### src/rtl/param_down_timer.sv
// Loadable down-counting timer: terminal-count pulse, one-shot or auto-reload, start/stop control.
// Optional prescaler enabled by defining PARAM_DOWN_TIMER_PRESCALE_EN.
module param_down_timer #(
    parameter int WIDTH    = 8,
    parameter int PRESCALE = 4
) (
    input  logic             clk,
    input  logic             rst,
    input  logic             start,
    input  logic [WIDTH-1:0] load_val,
    input  logic             auto_reload,
    input  logic             en,
    input  logic             stop,
    output logic [WIDTH-1:0] count,
    output logic             busy,
    output logic             tc,
    output logic             done
);

    if (WIDTH < 2) begin : g_chk_width
        $error("param_down_timer: WIDTH must be >= 2");
    end
    if (PRESCALE < 1) begin : g_chk_prescale
        $error("param_down_timer: PRESCALE must be >= 1");
    end

    typedef enum logic [1:0] {
        IDLE = 2'd0,
        RUN  = 2'd1,
        DONE = 2'd2
    } state_t;

    state_t           state, state_n;
    logic [WIDTH-1:0] count_n;
    logic [WIDTH-1:0] reload_reg, reload_n;
    logic             mode_reg, mode_n;
    logic             tc_n, done_n;
    logic             tick;

`ifdef PARAM_DOWN_TIMER_PRESCALE_EN
    localparam int PS_W = (PRESCALE > 1) ? $clog2(PRESCALE) : 1;
    localparam logic [PS_W-1:0] PS_LAST = PS_W'(PRESCALE - 1);

    logic [PS_W-1:0] ps, ps_n;

    assign tick = en && (ps == PS_LAST);

    // The prescaler only advances while counting; start, stop and reset clear it.
    always_comb begin
        ps_n = ps;
        if (start) begin
            ps_n = '0;
        end else if (state == RUN) begin
            if (stop) begin
                ps_n = '0;
            end else if (en) begin
                ps_n = (ps == PS_LAST) ? '0 : ps + PS_W'(1);
            end
        end
    end

    always_ff @(posedge clk) begin
        if (rst) begin
            ps <= '0;
        end else begin
            ps <= ps_n;
        end
    end
`else
    assign tick = en;
`endif

    always_comb begin
        state_n  = state;
        count_n  = count;
        reload_n = reload_reg;
        mode_n   = mode_reg;
        done_n   = done;
        tc_n     = 1'b0;

        if (start) begin
            count_n  = load_val;
            reload_n = load_val;
            mode_n   = auto_reload;
            done_n   = 1'b0;
            if (load_val != '0) begin
                state_n = RUN;
            end else begin
                // A zero load completes immediately, even in auto-reload mode.
                state_n = DONE;
                tc_n    = 1'b1;
                done_n  = 1'b1;
            end
        end else begin
            case (state)
                RUN: begin
                    if (stop) begin
                        state_n = IDLE;
                    end else if (tick) begin
                        if (count > WIDTH'(1)) begin
                            count_n = count - WIDTH'(1);
                        end else begin
                            tc_n = 1'b1;
                            if (mode_reg) begin
                                count_n = reload_reg;
                            end else begin
                                count_n = '0;
                                state_n = DONE;
                                done_n  = 1'b1;
                            end
                        end
                    end
                end
                default: begin
                    state_n = state;
                end
            endcase
        end
    end

    always_ff @(posedge clk) begin
        if (rst) begin
            state      <= IDLE;
            count      <= '0;
            reload_reg <= '0;
            mode_reg   <= 1'b0;
            busy       <= 1'b0;
            tc         <= 1'b0;
            done       <= 1'b0;
        end else begin
            state      <= state_n;
            count      <= count_n;
            reload_reg <= reload_n;
            mode_reg   <= mode_n;
            busy       <= (state_n == RUN);
            tc         <= tc_n;
            done       <= done_n;
        end
    end

endmodule

### config.mk
export PLATFORM = sky130hd
export DESIGN_NAME = param_down_timer
export DESIGN_NICKNAME = d
export VERILOG_FILES = /design/src/rtl/param_down_timer.sv
export SDC_FILE = /design/constraint.sdc
export NUM_CORES = 1
export LEC_CHECK = 0
export ABC_AREA = 1
export CAP_MARGIN = 20
export CORE_AREA = 2 2 49 60
export DETAILED_ROUTE_END_ITERATION = 7
export DIE_AREA = 0 0 51 62
export PLACE_DENSITY_LB_ADDON = 0.25
export SLEW_MARGIN = 15
export SYNTH_ARGS = -nofsm -noshare
export SYNTH_HDL_FRONTEND = slang
export SYNTH_SLANG_ARGS = --single-unit
### constraint.sdc
create_clock -name clk -period 1.55 [get_ports clk]
set_input_delay 0.155 -clock clk [delete_from_list [all_inputs] [get_ports clk]]
set_output_delay 0.155 -clock clk [all_outputs]
set_load 0.005 [all_outputs]
==> run metrics, run 1 <==
Final ANT Viol Nets 0; die area approximately 3200 um2; Clock Skews ~0.0032 ns; Top FF cell, synth dfxtp_1; Fin Hold WS between 0.3 and 0.4 ns; Worst setup SP type register; CP endpoint kind output port; R2R Setup Slk a little over 0.08 ns; cell depth of the worst hold path 3; top-count cell post-synth nand2_1; CORE AREA between 2000 and 3000 um2; final worst slack between 0.08 and 0.09 ns; Yosys reg bits 22; Initial DRC Count between 40 and 50; grt ovf 0; Final Non-Filler Cells between 200 and 300; clock period minus final worst setup slack about 1.5 ns; FF-to-FF path depth 9; Placement Rows 21; asr flop ratio synth 0; post-DP HPWL around 2500 um; Residual DRC 0; post-synthesis cell area around 1200 um2; status finished clean; Cell Chain, Critical Path buf_4 > clkdlybuf4s50_1; post-synth top area cell dfxtp_1; CP max stage delay slightly below 0.5 ns; critical path required time ~1.4 ns; max-cap violations 0; crit-path max FO 4; placed cell count 254; Crit path arrival time 1.31 ns; worst reg2reg path endpoint busy; H-tree level count 1; WL final 3090 um; clock latency on the worst-skew pair about 0.31 ns; Avg Vias per Cell between 5 and 6; die height about 62 um; nets@finish roughly 240; initial core utilization 0.469; drt wl/cell 12.0 um; first-pass GRT wire length roughly 4900 um; Max Root-Sink Buffers 2; TNS Setup 0 ns; WP depth 2; RSZ-0062 raised after global routing no; Synth Instances approximately 190; Hold EP mode_reg; Fmax achieved between 600 and 700 MHz; top cells by area, synth dfxtp_1 35%, nand2_1 17%, inv_1 7.8%; Least-Margin Pin Slew roughly 0.33 ns; Global Route Usage Sum 0.209; CP Class register to output port; reg-to-reg startpoint count[1]; power density cells 832 nW/um2; total CTS buffers 3; CP Buf/Inv Count 2; via count roughly 1,300; Worst slew margin 0.782; dpl ws -0.00801 ns; diode count 0; drt pass-1 iters 7; largest net degree at the start of global routing 15; register area share after synthesis 0.354; initial antenna violation count 0; EDFF count, synth 0; GP Congestion ~0.91; LEAKAGE between 0.7 and 0.8 nW; syn_nets about 210; Final Max Tran Viols 0; IO Pins 25; final setup fails 0; CTS Sinks 22; leading cell types by count after synthesis 56 x nand2_1, 26 x inv_1, 22 x dfxtp_1; Yosys cell types 24; critical path's top delay family buffers and inverters; count of port buffers added during placement 24; slowest CP cell clkdlybuf4s50_1; Hold WC Path Type input pin to register; maximum VDD drop roughly 570 uV; Synth Area per Inst about 6.5 um2; Root Buffer clkbuf_4; Area growth syn-to-layout 30.1%; vias in the first global route ~1,200; Yosys warning count 0; final core utilization 0.610; share of layout cells above drive strength 1 0.143; post-synth top area share 0.354; CTS clk-pin slew, worst paths between 0.1 and 0.15 ns; Chip Width between 50 and 60 um; final hold vios 0; fillers 250; CTS tree done; period utilisation layout 0.947; worst hold start auto_reload
[kinds of logic after synthesis]
| kind of cell | Yosys count | synth area share |
|---|---|---|
| flops | 22 | 0.354 |
| simple gates | 98 | 0.354 |
| compound gates | 37 | 0.166 |
| buf+inv | 32 | 0.0995 |
| fa+ha+maj | 2 | 0.0201 |
| xor+xnor | 1 | 0.00704 |
[layer usage]
layer  share of wire  global-route usage
met5               0                   0
met4           0.018              0.0849
met3           0.041              0.0287
met2            0.51               0.404
met1            0.43               0.230
[worst reg2reg max path: cells and delay by family, from the launching register on]
family / cells / cell delay (ns)
AO/OA/AOI/OAI: 2 / 0.24
buffers and inverters: 1 / 0.08
flip-flops: 1 / 0.37
AND/OR/NAND/NOR: 5 / 0.48
adder cells (fa/ha/maj): 1 / 0.20
[where the power goes]
| group | total, mW | leakage, nW | internal [mW] | switching [mW] |
|---|---|---|---|---|
| Sequential | 0.633 | 0.182 | 0.603 | 0.0299 |
| Clock | 0.325 | 0.0210 | 0.143 | 0.182 |
| Combinational | 0.389 | 0.557 | 0.177 | 0.213 |
[cell type report]
cell class	instances	area (um2)	share of cell area
inverter	27	101	0.0626
multi-input combinational	138	689	0.426
sequential	22	442	0.273
timing repair buffer	33	308	0.190
tap	34	42.5	0.0263
clock buffer	4	36.3	0.0224
[stage by stage]
| step | power (mW) | instance area, um2 |
|---|---|---|
| finish | 1.35 | 1620 |
| floorplan | 0.869 | 1240 |
| global placement | 1.01 | 1570 |
| global route | 1.42 | 1620 |
| detailed placement | 1.03 | 1570 |
| CTS | 1.34 | 1620 |
[worst max-delay path by stage]
stage / start / to / slack (ns)
after global placement: stop / count[1] / 0.07
final: count[0] / count[0] / 0.08
after detailed placement: stop / tc / -0.008
after global routing: count[1] / busy / 0.003
after floorplan: count[0] / count[1] / 0.14
after CTS: count[1] / busy / 0.01
[timing repair]
action                     4_1_cts  5_1_grt
pin swaps                        1        1
hold buffers                     0        0
setup endpoints to repair        1       10
resized for setup                2        3
setup buffers                    0        0
[layout by cell type, fill, tap and decap left out]
cell             synthesis  final
nand3_1                  8      8
nor2_2                   3      3
nor4_1                   1      1
nand4_1                  2      2
a31oi_1                  1      1
o21ai_0                 15     15
nor2_1                  21     21
nand2_4                  1      1
nand2_2                  2      3
dfxtp_1                 22     21
clkbuf_8                 0      1
o21bai_1                 2      2
inv_2                    1      2
o21ai_2                  0      1
clkbuf_4                 0      3
nor2_8                   1      1
nand2_1                 56     55
a21oi_1                 12     12
ha_2                     0      1
clkdlybuf4s50_1          0     24
o21ai_1                  3      2
a21oi_2                  4      4
xor2_1                   1      1
buf_4                    0      9
inv_1                   26     25
nand3b_1                 1      1
nor2_4                   2      2
ha_1                     2      1
dfxtp_2                  0      1
No activity file was read; power rests on OpenSTA's default activity.
==> inputs of run 2 (changes only) <==
--- a/config.mk
+++ b/config.mk
@@ -5,11 +5,12 @@
 export SDC_FILE = /design/constraint.sdc
 export NUM_CORES = 1
 export LEC_CHECK = 0
-export ABC_AREA = 1
+export ABC_AREA = 0
 export CAP_MARGIN = 20
-export CORE_AREA = 2 2 49 60
+export CORE_AREA = 2 2 48 59
 export DETAILED_ROUTE_END_ITERATION = 7
-export DIE_AREA = 0 0 51 62
+export DIE_AREA = 0 0 50 61
+export GPL_ROUTABILITY_DRIVEN = 0
 export PLACE_DENSITY_LB_ADDON = 0.25
 export SLEW_MARGIN = 15
 export SYNTH_ARGS = -nofsm -noshare
==> run metrics, run 2 <==
failing checks setup timing; largest net degree at the start of global routing 16 (was 15); register area share after synthesis 0.365 (was 0.354); drt pass-1 iters 4 (was 7); die area 3050 um2 (was 3160 um2); H-tree level count 1 (unchanged); post-synth top area cell dfxtp_1 (unchanged); Synth Area per Inst 8.21 um2 (was 6.48 um2); footprint of the multi-input gates 810 um2 (was 689 um2); slowest CP cell or4_4 (was clkdlybuf4s50_1); CORE AREA 2480 um2 (was 2650 um2); final setup fails 8 (was 0); initial antenna violation count 0 (unchanged); count of port buffers added during placement 24 (unchanged); final hold vios 0 (unchanged); Root Buffer clkbuf_4 (unchanged); placed cell count 218 (was 254); status finished, violations left (was finished clean); drt wl/cell 16.0 um (was 12.0 um); leading cell types by count after synthesis 22 x dfxtp_1, 18 x nand2_1, 13 x nor2_1 (was 56 x nand2_1, 26 x inv_1, 22 x dfxtp_1); initial core utilization 0.487 (was 0.469); RSZ-0062 raised after global routing yes (was no); Worst slew margin 0.625 (was 0.782); diode count 0 (unchanged); max-cap violations 0 (unchanged); Residual DRC 0 (unchanged); CP Buf/Inv Count 0 (was 2); Hold WC Path Type input pin to register (unchanged); Least-Margin Pin Slew 0.562 ns (was 0.326 ns); final worst slack -0.145 ns (was 0.0815 ns); Placement Rows 20 (was 21); Fmax achieved 590 MHz (was 681 MHz); Yosys reg bits 22 (unchanged); post-synthesis cell area 1210 um2 (was 1240 um2); CTS Sinks 22 (unchanged); syn_nets 163 (was 208); top-count cell post-synth dfxtp_1 (was nand2_1); Crit path arrival time 1.91 ns (was 1.31 ns); CP max stage delay 0.62 ns (was 0.49 ns); total CTS buffers 3 (unchanged); Final Max Tran Viols 0 (unchanged); EDFF count, synth 0 (unchanged); M1 wire length 1470 um (was 1320 um); Synth Instances 147 (was 192); Area growth syn-to-layout 53.4% (was 30.1%); CP endpoint kind register (was output port); grt ovf 0 (unchanged); IO Pins 25 (unchanged); Global Route Usage Sum 0.260 (was 0.209); most frequent cells in the layout 29 x buf_4, 24 x clkdlybuf4s50_1, 18 x nand2_1 (was 55 x nand2_1, 25 x inv_1, 24 x clkdlybuf4s50_1); Yosys warning count 0 (unchanged); CP Class register to register (was register to output port); metal3 WL 190 um (was 127 um); Initial DRC Count 67 (was 43); post-synth top area share 0.365 (was 0.354); Avg Vias per Cell 6.13 (was 5.10); critical path's top delay family simple AND/OR/NAND/NOR gates (was buffers and inverters); CTS tree done (unchanged); Clock Skews 0.00484 ns (was 0.00318 ns); Max Root-Sink Buffers 2 (unchanged); clock period minus final worst setup slack 1.70 ns (was 1.47 ns); Yosys cell types 43 (was 24); LEAKAGE 0.710 nW (was 0.760 nW); Cell Chain, Critical Path or4_4 > nor3_4 > a311oi_1 > o32ai_1 (was buf_4 > clkdlybuf4s50_1); Final Non-Filler Cells 226 (was 258); clock latency on the worst-skew pair 0.32 ns (was 0.31 ns); fillers 170 (was 250); Top Layer Used met4 (unchanged); register area 453 um2 (was 442 um2); period utilisation layout 1.09 (was 0.947); die height 61 um (was 62 um); power density cells 776 nW/um2 (was 832 nW/um2); Worst setup SP type register (unchanged); commonest non-fill, non-tap cell in the layout buf_4 (was nand2_1); CTS clk-pin slew, worst paths 0.12 ns (was 0.13 ns); vias in the first global route 1,346 (was 1,166); critical path required time 1.77 ns (was 1.39 ns); nets@finish 210 (was 241); share of layout cells above drive strength 1 0.332 (was 0.143); maximum VDD drop 610 uV (was 569 uV); crit-path max FO 7 (was 4); CTS Hold Bufs 0 (unchanged); WL final 3630 um (was 3090 um); Final ANT Viol Nets 0 (unchanged); first-pass GRT wire length 6090 um (was 4920 um); post-DP HPWL 2620 um (was 2470 um); Chip Width 50 um (was 51 um); asr flop ratio synth 0 (unchanged); via count 1,385 (was 1,315); final core utilization 0.747 (was 0.610); top cells by area, synth dfxtp_1 36%, nand2_1 5.6%, nor2_1 4.0% (was dfxtp_1 35%, nand2_1 17%, inv_1 7.8%); Top FF cell, synth dfxtp_1 (unchanged); met2 WL 1890 um (was 1580 um)
==> run 2: cell types whose count changed in the layout (fill, tap and decap cells not counted), moves of 5 or more <==
| cell | previous run | this run |
|---|---|---|
| inv_1 | 25 | 4 |
| nand2_1 | 55 | 18 |
| o21ai_0 | 15 | 0 |
| dfxtp_1 | 21 | 16 |
| nand3_1 | 8 | 0 |
| nor2_1 | 21 | 12 |
| buf_4 | 9 | 29 |
==> run 2: area by class of cell <==
class | count | area share
clock buffers | 4 | 0.0196
repair buffers | 55 | 0.264
inverters | 6 | 0.0122
flip-flops and latches | 22 | 0.245
well taps | 33 | 0.0223
multi-input cells | 106 | 0.437
==> run 2: path summary, 6_finish.rpt <==
check	start	to	slack [ns]	depth (start not counted)
worst max-delay path	count[6]	count[1]	-0.15	4
worst min-delay path	auto_reload	mode_reg	0.45	3
worst max register to register	count[6]	count[1]	-0.15	4
worst min register to register	reload_reg[4]	reload_reg[4]	0.48	2
==> run 2: metrics by stage <==
stage | TNS [ns] | total power, mW | setup WS [ns] | hold slack (ns) | instance area, um2
6_report | -0.699 | 1.44 | -0.145 | 0.448 | 1850
5_1_grt | -1.57 | 1.50 | -0.208 | 0.457 | 1850
4_1_cts | -0.544 | 1.40 | -0.0888 | 0.445 | 1810
3_5_place_dp | -1.14 | 1.05 | -0.163 | 0.456 | 1700
3_3_place_gp | -0.770 | 1.04 | -0.130 | 0.445 | 1700
2_1_floorplan | -0.172 | 0.874 | -0.0539 | 0.302 | 1290
==> run 2: cells by family after synthesis <==
group | share of synthesized area
flops | 0.365
fa+ha+maj | 0.0207
xor+xnor | 0.00726
mux | 0.0332
compound gates | 0.237
simple gates | 0.269
buf+inv | 0.0674
==> run 2: worst register-to-register path, stage by stage, from the launching register on <==
cell and delay (ns):
dfxtp_4 0.36, or4_4 0.62, nor3_4 0.21, a311oi_1 0.13
o32ai_1 0.27
==> run 2: metal layers <==
| metal | vias up | GRT usage |
|---|---|---|
| met3 | 11 | 0.0369 |
| met1 | 670 | 0.309 |
| met2 | 54 | 0.472 |
| met4 | 0 | 0.107 |
| met5 | - | 0 |
| li1 | 650 | - |
==> run 2: what timing repair did <==
item | in CTS | in global routing
buffers inserted | 3 | 1
endpoints found under the setup margin | 13 | 15
resized for setup | 6 | 8
pin swaps | 13 | 5
gates cloned | 0 | 0
==> run 2: where the power goes <==
| part | internal (mW) | total, mW | leakage, nW | switching, mW |
|---|---|---|---|---|
| logic | 0.248 | 0.481 | 0.505 | 0.233 |
| clock network | 0.144 | 0.324 | 0.0210 | 0.180 |
| registers | 0.601 | 0.632 | 0.184 | 0.0310 |
| total | 0.993 | 1.44 | 0.710 | 0.444 |
==> RTL change, RTL diff (settings of run 1) <==
Set the parameter `WIDTH` to 9 (it was 8).
--- a/src/rtl/param_down_timer.sv
+++ b/src/rtl/param_down_timer.sv
@@ -2,5 +2,5 @@
 // Optional prescaler enabled by defining PARAM_DOWN_TIMER_PRESCALE_EN.
 module param_down_timer #(
-    parameter int WIDTH    = 8,
+    parameter int WIDTH    = 9,
     parameter int PRESCALE = 4
 ) (
Ports: changed (resized count and load_val); port bits go from 25 to 27. The function was not compared with the original's and may differ.
==> RTL change against run 1 <==
- routed wire length up 4.7%
- first-iteration DRC count is the same
- setup slack gained 0.015 ns
- cell count rose by 10%
- cell area grew 14%
- combinational power is 27% higher
- power up 22%
- sequential share of layout area down 1.2 points
- sequential cell count up 2
- area after synthesis up 15%
- critical path depth decreased by 1
- clock skew rose by 0.0094 ns
- count of clock-buffer cells in the layout is 1 lower
- critical path type unchanged
- highest routed layer unchanged
==> RTL change: results (changes against run 1) <==
* Placed cell areas at 0.00178 mm2 (+13%)
* Crit path launch: count[5]
* Clk buf depth at 2 (unchanged)
* Global-route track usage on met1 at 27.1% (+4.0 points)
* CP Max Fanout at 5 (+1)
* Sw Share at 30.5% (-0.99 points)
* Slew margin rel. at 77.4% (-0.75 points)
* Global Route Usage Sum at 22.1% (+1.2 points)
* Port-buffer cells at 26 (+8.3%)
* Setup Skew at 0.0126 ns (+0.00944 ns)
* Leak Pwr at 0.873 nW (+15%)
* Setup slack, reg-to-reg at 0.14 ns (+0.06 ns)
* Synth top area cells: dfxtp_1 34%, nand2_1 15%, a21oi_1 8.4%, inv_1 8.1%, nand3_1 4.9%
* Reg power frac at 42.1% (-4.9 points)
* Netlist cell types at 30 (+25%)
* Sequential fraction of the synthesis area at 33.5% (-1.8 points)
* Peak supply drop at 0.574 mV (+0.90%)
* First-pass GRT wire length at 5230 um (+6.3%)
* Final WL at 3230 um (+4.7%)
* Reg-to-Reg End: count[8]
* Routed len/inst at 11.4 um (-4.9%)
* Nets at 268 (+11%)
* Crit path to: count[5]
* Combinational power at 0.494 mW (+27%)
* DRT Pass-1 Iters at 4 (-3)
* Top post-synthesis cells by count: 59 x nand2_1, 31 x inv_1, 24 x a21oi_1, 24 x dfxtp_1, 18 x nor2_1
* Post-DP HPWL at 2450 um (-0.60%)
* NetSw at 0.500 mW (+18%)
* Place WS at 0.0514 ns (+0.0594 ns)
* DR vias/cell at 5.00 (-1.9%)
* Reg2reg path depth at 12 (+3)
* Vias in the first global route at 1,219 (+4.5%)
* CP Capture Type: output port
* GPL Wtd Cong at 0.861 (-5.6%)
* Layout cell share with drive strength beyond 1 at 14.0% (-0.29 points)
* Syn nets at 234 (+13%)
* CP max stage delay at 0.53 ns (+0.04 ns)
* Asr flop ratio synth at 0% (unchanged)
* Period utilization at 93.8% (-0.97 points)
* Largest net degree at the start of global routing at 19 (+4)
* Dpl cells at 280 (+10%)
* Worst r2r src: count[0]
* Slowest CP cell: clkdlybuf4s50_1
* Outcome: finished clean
* GR Util met2 at 41.2% (+0.74 points)
* Cells after Synth at 217 (+13%)
## RTL change: cell count changes after synthesis, sizes merged, moves of 2 or more
cell | run 1 | this run
dfxtp | 22 | 24
inv | 27 | 33
nand3 | 8 | 16
nand4 | 2 | 4
nand2 | 59 | 64
o21ai | 18 | 8
nor2 | 27 | 25
a21oi | 16 | 26
buf | 3 | 5
o211ai | 0 | 3
o21bai | 2 | 0
## RTL change: timing repair
item	CTS	global route
endpoints found under the setup margin	0	3
resized for setup	0	1
hold buffers	0	0
hold endpoints to repair	0	0
## RTL change: worst min path at each step
stage | cells after the start | slack [ns] | to | startpoint
5_1_grt | 3 | 0.41 | mode_reg | auto_reload
4_1_cts | 3 | 0.38 | mode_reg | auto_reload
2_1_floorplan | 2 | 0.30 | reload_reg[0] | load_val[0]
3_5_place_dp | 2 | 0.45 | done | done
3_3_place_gp | 2 | 0.44 | done | done
6_report | 3 | 0.39 | mode_reg | auto_reload
## RTL change: area by class of cell
| class | count | area (um2) |
|---|---|---|
| fillers | 238 | 815 |
| multi-input cells | 153 | 790 |
| flip-flops and latches | 24 | 480 |
| repair buffers | 36 | 348 |
| inverters | 33 | 126 |
| well taps | 34 | 42.5 |
| clock inverters | 1 | 30.0 |
| clock buffers | 3 | 22.5 |
## RTL change: cells by family (layout without fill, tap and decap cells)
kind of cell    after synthesis  in the layout  synth area share, %
buf+inv                      40             73                 11.5
compound gates               37             37                 14.2
flops                        24             24                 33.5
xor+xnor                      2              2                 1.22
simple gates                112            112                 37.7
fa+ha+maj                     2              2                 1.75
## RTL change: routing by layer
layer | wire, um | up-vias
li1 | - | 749
met3 | 176 | 2
met2 | 1600 | 44
met4 | 22 | 0
met1 | 1430 | 625
met5 | 0 | -
